`config.mk`:
```
export PLATFORM = sky130hd
export DESIGN_NAME = slsr_loader
export DESIGN_NICKNAME = d
export VERILOG_FILES = /design/src/rtl/slsr_pkg.sv /design/src/rtl/slsr_loader.sv
export SDC_FILE = /design/constraint.sdc
export NUM_CORES = 1
export LEC_CHECK = 0
export BUFFER_PORTS_ARGS = -buffer_cell sky130_fd_sc_hd__buf_2
export CORE_MARGIN = 2
export CORE_UTILIZATION = 40
export DETAILED_ROUTE_END_ITERATION = 8
export SETUP_SLACK_MARGIN = 0.1
export SYNTH_ARGS = -nofsm -noshare
export SYNTH_HDL_FRONTEND = slang
export SYNTH_SLANG_ARGS = --single-unit
```
`constraint.sdc`:
```
create_clock -name clk -period 3.7 [get_ports clk]
set_input_delay 0.185 -clock clk [delete_from_list [all_inputs] [get_ports clk]]
set_output_delay 0.185 -clock clk [all_outputs]
set_load 0.01 [all_outputs]
```
`src/rtl/slsr_pkg.sv`:
```
// Shared types and constants for the left/right shift-register loader.
// Holds the default word width, the loader FSM state encoding and the
// shift-direction encoding sampled alongside each accepted word.
package slsr_pkg;

  localparam int SLSR_WIDTH = 8;

  typedef enum logic [1:0] {
    IDLE  = 2'd0,
    SHIFT = 2'd1,
    DONE  = 2'd2
  } slsr_ld_state_e;

  typedef enum logic {
    DIR_LEFT  = 1'b0,
    DIR_RIGHT = 1'b1
  } slsr_dir_e;

endpackage

```
`src/rtl/slsr_loader.sv`:
```
// Serialises a parallel word into sl/sr/din strobes for a left/right shift register.
// Latency: bit k strobed in cycle k after accept, done pulse WIDTH cycles after accept.
// Backpressure: in_ready only in IDLE; hold stalls a SHIFT cycle and inserts one idle cycle.
//
// Ports:
//   clk, reset (async, active-low)
//   in_valid/in_ready/in_data/in_dir : word handshake, in_dir 0 = MSB first via sl
//   hold                             : stall while shifting
//   sl/sr/din                        : registered strobes and serial bit to downstream
//   busy/done                        : word in flight / one-cycle completion pulse
module slsr_loader
  import slsr_pkg::*;
#(
  parameter int WIDTH = SLSR_WIDTH
) (
  input  logic             clk,
  input  logic             reset,
  input  logic             in_valid,
  output logic             in_ready,
  input  logic [WIDTH-1:0] in_data,
  input  logic             in_dir,
  input  logic             hold,
  output logic             sl,
  output logic             sr,
  output logic             din,
  output logic             busy,
  output logic             done
);

  localparam int IW = $clog2(WIDTH);
  localparam logic [IW-1:0] LAST = IW'(WIDTH - 1);

  slsr_ld_state_e   state_q, state_d;
  slsr_dir_e        dir_q, dir_d;
  logic [WIDTH-1:0] data_q, data_d;
  logic [IW-1:0]    idx_q, idx_d;
  logic [IW-1:0]    idx_nxt;
  logic             sl_q, sl_d;
  logic             sr_q, sr_d;
  logic             din_q, din_d;
  logic             rdy_q, rdy_d;
  logic             busy_q, busy_d;
  logic             done_q, done_d;
  logic             strobe;

  // A strobe visible in the current cycle is captured downstream at the
  // coming edge, so idx_q only advances past a bit once it has been strobed.
  assign strobe  = sl_q | sr_q;
  assign idx_nxt = strobe ? idx_q + IW'(1) : idx_q;

  always_comb begin
    state_d = state_q;
    dir_d   = dir_q;
    data_d  = data_q;
    idx_d   = idx_q;
    sl_d    = 1'b0;
    sr_d    = 1'b0;
    din_d   = 1'b0;

    case (state_q)
      IDLE: begin
        if (in_valid && rdy_q) begin
          state_d = SHIFT;
          data_d  = in_data;
          dir_d   = slsr_dir_e'(in_dir);
          idx_d   = '0;
          // Bit 0 goes out in the cycle right after the accepting edge.
          sl_d    = ~in_dir;
          sr_d    = in_dir;
          din_d   = in_dir ? in_data[0] : in_data[WIDTH-1];
        end
      end
      SHIFT: begin
        if (strobe && (idx_q == LAST)) begin
          state_d = DONE;
        end else begin
          idx_d = idx_nxt;
          if (!hold) begin
            sl_d  = (dir_q == DIR_LEFT);
            sr_d  = (dir_q == DIR_RIGHT);
            din_d = (dir_q == DIR_RIGHT) ? data_q[idx_nxt] : data_q[LAST - idx_nxt];
          end
        end
      end
      DONE: begin
        state_d = IDLE;
      end
      default: begin
        state_d = IDLE;
      end
    endcase

    rdy_d  = (state_d == IDLE);
    busy_d = (state_d != IDLE);
    done_d = (state_d == DONE);
  end

  always_ff @(posedge clk or negedge reset) begin
    if (!reset) begin
      state_q <= IDLE;
      dir_q   <= DIR_LEFT;
      data_q  <= '0;
      idx_q   <= '0;
      sl_q    <= 1'b0;
      sr_q    <= 1'b0;
      din_q   <= 1'b0;
      rdy_q   <= 1'b0;
      busy_q  <= 1'b0;
      done_q  <= 1'b0;
    end else begin
      state_q <= state_d;
      dir_q   <= dir_d;
      data_q  <= data_d;
      idx_q   <= idx_d;
      sl_q    <= sl_d;
      sr_q    <= sr_d;
      din_q   <= din_d;
      rdy_q   <= rdy_d;
      busy_q  <= busy_d;
      done_q  <= done_d;
    end
  end

  assign in_ready = rdy_q;
  assign sl       = sl_q;
  assign sr       = sr_q;
  assign din      = din_q;
  assign busy     = busy_q;
  assign done     = done_q;

endmodule

```
==> flow_summary_export.csv <==
group,metric,value,unit
clock_network,cts.sinks,20,
clock_network,cts_made_buffers,3,
power_and_ir_drop,leakagePower,0.645,nW
die,ios,19,
worst_setup_path,required,3.88,ns
outcome,status,"finished clean",
clock_network,cts.reportedPaths.clkPinSlew,0.11,ns
die,die_h,60.1,um
timing,rsz0062_at_grt,"false",
yosys,syn_area,1260,sq um
cells_and_area,finalNetCount,171,
worst_setup_path,worstSetupPathType,"register to register",
cells_and_area,fin_area,1370,sq um
power_and_ir_drop,power,0.00121,W
clock_network,cts_tree,"done",
detailed_routing,drtIter0Drc,42,
yosys,synth-edff-count,0,
yosys,synth.net_count,156,
power_and_ir_drop,cellPowerDensity,880,nW/um^2
timing,period_needed,2.23,ns
yosys,ys_seq_area_frac,0.397,
cells_and_area,drive_gt1_frac,0.195,
detailed_routing,dr.pass1.iters,4,
yosys,netlist_top_cells_area,"dfrtp_1 (40%), nand2_1 (8.6%), mux2i_1 (6.4%)",
timing,relSlewSlack,0.680,
yosys,ys_types,40,
grt,grt_pass1_wl,5.13,mm
yosys,yosysWarnings,0,
die,dieArea,3620,sq um
timing,setup_viol_count_final,0,
cells_and_area,layout-area-overhead-vs-synth,9.04,%
detailed_routing,avgRoutedWirePerCell,15.4,um
clock_network,cts-resized-gates,0,
yosys,ys.flop_type,"dfrtp_1",
worst_setup_path,startpoint_type,"register",
clock_network,cts_root_buf,"clkbuf_4",
cells_and_area,nFillCells,319,
timing,fin_skew,0.00301,ns
worst_setup_path,crit_arrival,2.41,ns
detailed_routing,drc,0,
place,globalplace.congestion,0.859,
detailed_routing,final_antenna_net_count,0,
clock_network,post_cts_buffers,0,
yosys,syn_inst,141,
timing,period_share,0.604,
yosys,avgSynthCellArea,8.94,sq um
die,coreArea,3030,sq um
timing,timing_hold_violations_final,0,
clock_network,postCtsHoldBufs,1,
grt,grt_max_degree,21,
flow_run,drv_cap,0,
die,start_util,0.416,
timing,fin_setup_tns,0,ns
detailed_routing,vias_per_cell,5.53,
yosys,synth_top_area_cell,"dfrtp_1",
min_path,hold_path.class,"primary input to register",
grt,antenna_found_initial,0,
clock_network,clk_latency,0.29,ns
grt,first_global_vias,1081,
place,dpl.hpwl,2.25,mm
timing,max_freq,448,MHz
worst_setup_path,worstPathMaxFanout,14,
yosys,async_flop_share,1.00,
power_and_ir_drop,ir_drop,0.344,mV
clock_network,cts_max_level,1,
yosys,ys_ff_latch,20,
timing,max_slew.worst_pin.slew,0.479,ns
grt,grt_remaining_overflow,0,
die,num_rows,20,
clock_network,cts_buffer_depth,2,
timing,slew_violations,0,
yosys,synth_top_area_frac,0.397,
die,die_width,60.1,um
detailed_routing,vias,1094,
detailed_routing,wl,3.05,mm
place,port_buffers,18,
worst_setup_path,crit_path_end_kind,"register",
cells_and_area,antennaDiodeCount,0,
grt,grtUsageTotal,0.189,
place,post_dp_cell_area,1340,sq um
[path summary, 6_finish.rpt]
check	from	endpoint	slack [ns]	cells past startpoint
min in group asynchronous	reset	done	0.35	2
max in group asynchronous	reset	din	3.04	2
worst min-delay path	in_data[2]	data_q[2]	0.08	3
worst max-delay path	idx_q[0]	din	1.47	6
worst min register to register	dir_q	dir_q	0.51	2
worst max register to register	idx_q[0]	din	1.47	6
[power breakdown]
part           internal (W)  switching [W]
logic              0.000284       0.000362
clock network     0.0000379      0.0000632
registers          0.000307       0.000155
total              0.000628       0.000580
[layer usage]
metal  global-route usage  share of wire  up-vias
met2                0.283           0.48       23
li1                     -              -      538
met5                    0              0        -
met1                0.277           0.48      529
met4               0.0825         0.0085        0
met3               0.0152          0.035        4
[final cells by class]
type / count / area, sq um / share of cell area
clock buffer: 3 / 22.5 / 0.0164
inverter: 6 / 22.5 / 0.0164
sequential: 20 / 500 / 0.364
timing repair buffer: 20 / 108 / 0.0783
multi-input combinational: 105 / 666 / 0.485
tap: 44 / 55.1 / 0.0401
[flip-flops by register name, indices dropped and copies added (netlist names)]
signal,count
sr,1
busy,1
sl,1
in_ready,1
state_q,2
done,1
dir_q,1
data_q,8
idx_q,3
din,1
[through the flow]
stage          hold slack [ns]  std cells  setup WS (ns)  utilization
3_5_place_dp             0.159        194           1.50        0.443
5_1_grt                 0.0792        198           1.32        0.454
3_3_place_gp             0.150        194           1.55        0.443
2_1_floorplan           -0.111        141           1.90            -
6_report                0.0762        198           1.47        0.454
4_1_cts                 0.0703        198           1.48        0.454
[kinds of logic after synthesis]
| kind of cell | count (synthesis) | synth area share |
|---|---|---|
| buffers and inverters | 16 | 0.0745 |
| and+or+nand+nor | 53 | 0.199 |
| adders and majority gates | 2 | 0.0199 |
| DFF | 20 | 0.397 |
| AOI/OAI and AO/OA | 41 | 0.237 |
| muxes | 9 | 0.0725 |
[worst max-delay path: stages (launching register included)]
cell and delay (ns):
dfrtp_1 0.56, ha_1 0.58, o21ba_1 0.25, a221oi_2 0.27, o221ai_1 0.15, a41oi_1 0.21
o31ai_1 0.09
[synth_stat cells (2+ instances only)]
cell	count
dfrtp_1	20
buf_2	2
a21oi_1	5
inv_1	5
ha_1	2
a221oi_2	2
nand3_1	5
mux2i_1	8
o211ai_1	7
nand2_1	29
buf_6	4
nor2_1	8
clkbuf_1	3
a31oi_1	3
o21ai_0	10
o2bb2ai_1	4
[layout by cell type (no fill, tap or decap), types with 2 or more instances in the layout]
cell type  count
a31oi_1        3
ha_1           2
a21oi_1        5
dfrtp_1       20
nor2_1         8
mux2i_1        8
o21ai_0       10
clkbuf_4       3
nand2_1       29
buf_2         18
inv_1          5
nand3_1        5
a221oi_2       2
o2bb2ai_1      4
o211ai_1       7
(Power assumes the default switching activity.)
